$ cat src/rtl/pipe_ctrl_pkg.sv
// Shared types and constants for the pipeline sequencing controller.
// Also hosts the saturating increment used by the stall-cycle counter.
package pipe_ctrl_pkg;

    typedef enum logic {
        RUN     = 1'b0,
        MD_WAIT = 1'b1
    } ctrl_state_t;

    localparam logic [4:0] REG_ZERO           = 5'd0;
    localparam int         MD_LATENCY_DEFAULT = 32;

    // Hold at all-ones instead of wrapping so long debug runs never read back small.
    function automatic logic [31:0] sat_inc(input logic [31:0] value);
        return (value == 32'hFFFF_FFFF) ? value : value + 32'd1;
    endfunction

endpackage

$ cat src/rtl/pipe_hazard_ctrl_if.sv
// Decode/execute hazard inputs and pipeline enable outputs of the controller.
// The master side drives the pipeline status; the slave side is the controller.
interface pipe_hazard_ctrl_if;

    logic [4:0]  id_rs;
    logic [4:0]  id_rt;
    logic        id_use_rs;
    logic        id_use_rt;
    logic        id_md_start;
    logic        ex_mem_read;
    logic [4:0]  ex_rt;
    logic        ex_redirect;

    logic        pc_write;
    logic        ifid_write;
    logic        ifid_flush;
    logic        idex_bubble;
    logic        md_busy;
    logic [31:0] stall_cycles;

    modport master (
        output id_rs, id_rt, id_use_rs, id_use_rt, id_md_start,
               ex_mem_read, ex_rt, ex_redirect,
        input  pc_write, ifid_write, ifid_flush, idex_bubble, md_busy, stall_cycles
    );

    modport slave (
        input  id_rs, id_rt, id_use_rs, id_use_rt, id_md_start,
               ex_mem_read, ex_rt, ex_redirect,
        output pc_write, ifid_write, ifid_flush, idex_bubble, md_busy, stall_cycles
    );

endinterface

$ cat src/rtl/pipe_hazard_ctrl_hazard_cmp.sv
// Combinational load-use comparator: does the ID instruction read the register a
// load in ID/EX is about to write? Kept standalone so forwarding compares can reuse it.
module hazard_cmp
    import pipe_ctrl_pkg::*;
(
    input  logic [4:0] id_rs,
    input  logic [4:0] id_rt,
    input  logic       id_use_rs,
    input  logic       id_use_rt,
    input  logic       ex_mem_read,
    input  logic [4:0] ex_rt,
    output logic       load_use
);

    logic [4:0] src_reg [2];
    logic       src_use [2];
    logic [1:0] src_hit;

    assign src_reg[0] = id_rs;
    assign src_reg[1] = id_rt;
    assign src_use[0] = id_use_rs;
    assign src_use[1] = id_use_rt;

    generate
        for (genvar gi = 0; gi < 2; gi++) begin : g_src
            assign src_hit[gi] = src_use[gi] && (src_reg[gi] == ex_rt);
        end
    endgenerate

    // $zero is never really written, so a load targeting it cannot create a hazard.
    assign load_use = ex_mem_read && (ex_rt != REG_ZERO) && (|src_hit);

endmodule

$ cat src/rtl/pipe_hazard_ctrl.sv
// Pipeline sequencing controller: PC / IF/ID enables, IF/ID flush, ID/EX bubble,
// mult/div wait state and a saturating stall-cycle counter.
module pipe_hazard_ctrl
    import pipe_ctrl_pkg::*;
#(
    parameter int MD_LATENCY = MD_LATENCY_DEFAULT,
    parameter int CNT_W      = 6
) (
    input  logic               clk,
    input  logic               rst,
    pipe_hazard_ctrl_if.slave  bus
);

    localparam logic [CNT_W-1:0] CNT_RELOAD = CNT_W'(MD_LATENCY - 1);

    ctrl_state_t      state_reg, state_next;
    logic [CNT_W-1:0] cnt_reg, cnt_next;
    logic [31:0]      stall_reg, stall_next;

    logic load_use;
    logic pc_write_c;
    logic ifid_write_c;
    logic ifid_flush_c;
    logic idex_bubble_c;
    logic md_busy_c;

    hazard_cmp u_hazard_cmp (
        .id_rs       (bus.id_rs),
        .id_rt       (bus.id_rt),
        .id_use_rs   (bus.id_use_rs),
        .id_use_rt   (bus.id_use_rt),
        .ex_mem_read (bus.ex_mem_read),
        .ex_rt       (bus.ex_rt),
        .load_use    (load_use)
    );

    always_ff @(posedge clk) begin
        if (rst) begin
            state_reg <= RUN;
            cnt_reg   <= '0;
            stall_reg <= '0;
        end else begin
            state_reg <= state_next;
            cnt_reg   <= cnt_next;
            stall_reg <= stall_next;
        end
    end

    always_comb begin
        state_next    = state_reg;
        cnt_next      = cnt_reg;
        pc_write_c    = 1'b1;
        ifid_write_c  = 1'b1;
        ifid_flush_c  = 1'b0;
        idex_bubble_c = 1'b0;
        md_busy_c     = 1'b0;

        case (state_reg)
            RUN: begin
                if (bus.ex_redirect) begin
                    // The ID instruction is squashed, so its hazards no longer matter.
                    ifid_flush_c  = 1'b1;
                    idex_bubble_c = 1'b1;
                end else if (load_use) begin
                    pc_write_c    = 1'b0;
                    ifid_write_c  = 1'b0;
                    idex_bubble_c = 1'b1;
                end else if (bus.id_md_start) begin
                    state_next = MD_WAIT;
                    cnt_next   = CNT_RELOAD;
                end
            end
            MD_WAIT: begin
                pc_write_c    = 1'b0;
                ifid_write_c  = 1'b0;
                idex_bubble_c = 1'b1;
                md_busy_c     = 1'b1;
                if (bus.ex_redirect) begin
                    // Take the redirect target now; the mult/div wait keeps running.
                    pc_write_c   = 1'b1;
                    ifid_flush_c = 1'b1;
                end
                if (cnt_reg == '0) begin
                    state_next = RUN;
                end else begin
                    cnt_next = cnt_reg - 1'b1;
                end
            end
            default: begin
                state_next = RUN;
                cnt_next   = '0;
            end
        endcase

        if (rst) begin
            state_next    = RUN;
            cnt_next      = '0;
            pc_write_c    = 1'b0;
            ifid_write_c  = 1'b0;
            ifid_flush_c  = 1'b1;
            idex_bubble_c = 1'b1;
            md_busy_c     = 1'b0;
        end
    end

    assign stall_next = pc_write_c ? stall_reg : sat_inc(stall_reg);

    assign bus.pc_write     = pc_write_c;
    assign bus.ifid_write   = ifid_write_c;
    assign bus.ifid_flush   = ifid_flush_c;
    assign bus.idex_bubble  = idex_bubble_c;
    assign bus.md_busy      = md_busy_c;
    assign bus.stall_cycles = stall_reg;

endmodule

$ cat src/flat_wrapper.sv
// flat-port wrapper written by rule: the top's interface ports become plain ports
module pipe_hazard_ctrl_flat import pipe_ctrl_pkg::*;
#(
    parameter int MD_LATENCY = MD_LATENCY_DEFAULT,
    parameter int CNT_W      = 6
)
  (clk, rst, bus_id_rs, bus_id_rt, bus_id_use_rs, bus_id_use_rt, bus_id_md_start, bus_ex_mem_read, bus_ex_rt, bus_ex_redirect, bus_pc_write, bus_ifid_write, bus_ifid_flush, bus_idex_bubble, bus_md_busy, bus_stall_cycles);
  pipe_hazard_ctrl_if bus_i ();
  input  logic clk;
  input  logic rst;
  input wire logic [$bits(bus_i.id_rs)-1:0] bus_id_rs;
  input wire logic [$bits(bus_i.id_rt)-1:0] bus_id_rt;
  input wire logic [$bits(bus_i.id_use_rs)-1:0] bus_id_use_rs;
  input wire logic [$bits(bus_i.id_use_rt)-1:0] bus_id_use_rt;
  input wire logic [$bits(bus_i.id_md_start)-1:0] bus_id_md_start;
  input wire logic [$bits(bus_i.ex_mem_read)-1:0] bus_ex_mem_read;
  input wire logic [$bits(bus_i.ex_rt)-1:0] bus_ex_rt;
  input wire logic [$bits(bus_i.ex_redirect)-1:0] bus_ex_redirect;
  output wire logic [$bits(bus_i.pc_write)-1:0] bus_pc_write;
  output wire logic [$bits(bus_i.ifid_write)-1:0] bus_ifid_write;
  output wire logic [$bits(bus_i.ifid_flush)-1:0] bus_ifid_flush;
  output wire logic [$bits(bus_i.idex_bubble)-1:0] bus_idex_bubble;
  output wire logic [$bits(bus_i.md_busy)-1:0] bus_md_busy;
  output wire logic [$bits(bus_i.stall_cycles)-1:0] bus_stall_cycles;
  assign bus_i.id_rs = bus_id_rs;
  assign bus_i.id_rt = bus_id_rt;
  assign bus_i.id_use_rs = bus_id_use_rs;
  assign bus_i.id_use_rt = bus_id_use_rt;
  assign bus_i.id_md_start = bus_id_md_start;
  assign bus_i.ex_mem_read = bus_ex_mem_read;
  assign bus_i.ex_rt = bus_ex_rt;
  assign bus_i.ex_redirect = bus_ex_redirect;
  assign bus_pc_write = bus_i.pc_write;
  assign bus_ifid_write = bus_i.ifid_write;
  assign bus_ifid_flush = bus_i.ifid_flush;
  assign bus_idex_bubble = bus_i.idex_bubble;
  assign bus_md_busy = bus_i.md_busy;
  assign bus_stall_cycles = bus_i.stall_cycles;
  pipe_hazard_ctrl #(.MD_LATENCY(MD_LATENCY), .CNT_W(CNT_W)) u_core (.clk(clk), .rst(rst), .bus(bus_i));
endmodule
$ cat config.mk
export PLATFORM = sky130hd
export DESIGN_NAME = pipe_hazard_ctrl_flat
export DESIGN_NICKNAME = d
export VERILOG_FILES = /design/src/rtl/pipe_ctrl_pkg.sv /design/src/rtl/pipe_hazard_ctrl_if.sv /design/src/rtl/pipe_hazard_ctrl_hazard_cmp.sv /design/src/rtl/pipe_hazard_ctrl.sv /design/src/flat_wrapper.sv
export SDC_FILE = /design/constraint.sdc
export NUM_CORES = 1
export LEC_CHECK = 0
export ABC_CLOCK_PERIOD_IN_PS = 4200
export BUFFER_PORTS_ARGS = -buffer_cell sky130_fd_sc_hd__buf_2
export CORE_UTILIZATION = 50
export CTS_BUF_LIST = sky130_fd_sc_hd__clkbuf_4
export CTS_CLUSTER_DIAMETER = 150
export DETAILED_ROUTE_END_ITERATION = 8
export GPL_TIMING_DRIVEN = 0
export MAX_ROUTING_LAYER = met4
export PLACE_DENSITY = 0.8
export SYNTH_ARGS = -nofsm -noshare
export SYNTH_HDL_FRONTEND = slang
export SYNTH_SLANG_ARGS = --single-unit
$ cat constraint.sdc
create_clock -name clk -period 4.2 [get_ports clk]
set_input_delay 0.42 -clock clk [delete_from_list [all_inputs] [get_ports clk]]
set_output_delay 0.42 -clock clk [all_outputs]
set_load 0.01 [all_outputs]
==> run_results.csv <==
group,metric,value,unit
yosys,yosysUniqueCellTypes,45,
finish,num-nets-final,361,
worst_setup_path,critical_path_class,"in2out",
die,ios,59,
die,core,4140,sq um
clocking,clock-sinks,39,
detailed_routing,vias,2382,
power_and_ir_drop,comb_power_share,14.0,%
global_routing,grt_max_degree,12,
detailed_routing,route.met2.wl,2.73,mm
yosys,syn_inst,273,
worst_setup_path,end_kind,"output pin",
yosys,synth_seq_cells,39,
timing,finalCritPeriodShare,63.5,%
yosys,ys_seq_area_share,35.0,%
timing,setup_ws,1530,ps
detailed_routing,wl_met1,2.59,mm
yosys,async_flop_share,0,%
clocking,cts_max_level,2,
clocking,insertion_delay,360,ps
global_routing,overflow,0,
power_and_ir_drop,leakagePower,0.962,nW
yosys,synth_top_cell_by_area,"dfxtp_1",
timing,tns,0,ps
clocking,path_clk_slew,110,ps
power_and_ir_drop,power_density,257,nW/um^2
finish,syn_to_final_growth,18.0,%
clocking,root_buffer,"clkbuf_4",
detailed_routing,firstDrtPassIters,5,
finish,diodes,0,
worst_setup_path,cp.arrival,2250,ps
power_and_ir_drop,power,0.000676,W
die,die_y,68.8,um
clocking,hold_buffers,0,
power_and_ir_drop,p_int,0.000486,W
power_and_ir_drop,switching_share,28.2,%
yosys,synthDominantCellAreaShare,35.0,%
run,maxCapViolations,0,
place,dp_hpwl,4.30,mm
clocking,cts_setup_buffers,0,
clocking,cts_tree,"yes",
yosys,ys.flop_type,"dfxtp_1",
global_routing,grt_pass1_vias,1989,
finish,largest_register_ffs,32,
timing,tightest_slew,761,ps
timing,fin_crit,2670,ps
yosys,synth-edff-count,0,
detailed_routing,ant_nets,0,
clocking,clock_path_buffers,2,
timing,fmax,0.375,GHz
worst_setup_path,start_kind,"input port",
yosys,yosys-top-cells-count,"dfxtp_1, a21oi_1, o31ai_1",
global_routing,grtUsageTotal,27.4,%
place,port-buffer-count,57,
detailed_routing,post_drt_wl_per_cell,15.1,um
detailed_routing,drc,0,
worst_setup_path,crit_fanout,10,
die,dieArea,4730,sq um
detailed_routing,viasPerCell,6.14,
yosys,synth.most_common_cell,"dfxtp_1",
detailed_routing,wl_met3,443,um
power_and_ir_drop,max-vdd-ir-drop,0.157,mV
timing,skew,14.4,ps
timing,finalHoldViolCount,0,
detailed_routing,drt_iter0_drc,238,
detailed_routing,topRoutingLayerUsed,"met4",
die,rows,23,
power_and_ir_drop,p_sw,0.000191,W
yosys,syn_nets,297,
timing,slew_violations,0,
hold_path,hp-class,"in2reg",
power_and_ir_drop,seqPwrFrac,56.9,%
detailed_routing,drt-total-wl,5.88,mm
place,pre_cts_slack,1540,ps
worst_setup_path,crit_required,3780,ps
place,gp_congestion,0.883,
yosys,synthTopCellsByArea,"dfxtp_1, a21oi_1, o31ai_1",
global_routing,antenna_found_initial,0,
yosys,avgSynthCellArea,8.16,sq um
finish,drive_gt1_share,23.4,%
status,status,"finished clean",
timing,grt_setup_unrepaired,"false",
power_and_ir_drop,clockPowerShare,29.1,%
clocking,cts_made_buffers,5,
yosys,syn-cell-area,2230,sq um
timing,relSlewSlack,48.8,%
global_routing,grt_pass1_wl,9.25,mm
clocking,cts_resized,0,
yosys,yosysWarnings,0,
die,die_w,68.8,um
die,start_util,53.8,%
timing,setup_violations,0,
==> routing by layer <==
layer | vias to the layer above | GRT usage [%]
li1 | 1168 | -
met1 | 1083 | 35.4
met2 | 120 | 41.7
met3 | 11 | 5.76
met4 | 0 | 10.7
met5 | - | -
==> power groups by stage <==
stage | sequential (W) | combinational [W] | clock (W)
final | 0.000385 | 0.0000946 | 0.000197
after global routing | 0.000386 | 0.000105 | 0.000215
after CTS | 0.000385 | 0.0000943 | 0.000198
after detailed placement | 0.000393 | 0.0000942 | 0
after global placement | 0.000393 | 0.0000916 | 0
after floorplan | 0.000392 | 0.0000616 | 0
==> cells in the final DEF (no fill, tap or decap), drive strengths merged, types with 3 or more instances in the layout <==
| cell type | instances |
|---|---|
| inv | 11 |
| a21oi | 33 |
| buf | 64 |
| a311oi | 3 |
| dfxtp | 39 |
| nand2 | 16 |
| xnor2 | 11 |
| o31ai | 18 |
| nor4 | 4 |
| or3 | 12 |
| and3 | 7 |
| mux2 | 3 |
| nand3 | 14 |
| nand4 | 17 |
| a31oi | 3 |
| clkbuf | 16 |
| nor3 | 3 |
| nor2 | 12 |
| o21ai | 10 |
| nor2b | 3 |
| or4 | 17 |
==> area by class of cell <==
type | count | area (sq um)
repair buffers | 57 | 285
flip-flops and latches | 39 | 781
clock inverters | 2 | 7.51
clock buffers | 6 | 45.0
inverters | 11 | 41.3
plain buffers | 17 | 100
fillers | 411 | 1520
multi-input cells | 206 | 1310
well taps | 50 | 62.6
==> cell families after synthesis <==
kind of cell	Yosys count	synth area share, %
simple gates	113	29.4
mux	3	1.52
buf+inv	28	6.34
flops	39	35.0
fa+ha+maj	2	1.12
xor+xnor	13	5.11
compound gates	75	21.4
==> worst max-delay path: stages <==
cell and delay (ps):
buf_2 120, or4_1 510, o21a_1 230, a311oi_4 440
buf_4 250, buf_6 140, buf_2 130
==> per-stage QoR <==
step	cell area [sq um]	std cells	utilization (%)	hold slack, ps
6_report	2630	388	63.4	268
5_1_grt	2630	388	63.4	262
4_1_cts	2630	388	63.4	259
3_5_place_dp	2580	380	62.2	486
3_3_place_gp	2580	380	62.2	485
2_1_floorplan	2230	273	-	474
==> worst paths after layout <==
check / cells after the start / to / slack, ps / startpoint
worst min-delay path: 2 / u_core.cnt_reg[5] / 270 / bus_id_md_start
worst min register to register: 2 / u_core.bus.stall_cycles[17] / 510 / u_core.bus.stall_cycles[17]
worst max-delay path: 7 / bus_pc_write / 1530 / bus_ex_rt[1]
worst max register to register: 6 / u_core.bus.stall_cycles[14] / 1760 / u_core.bus.stall_cycles[3]
No activity file was read; power rests on OpenSTA's default activity.
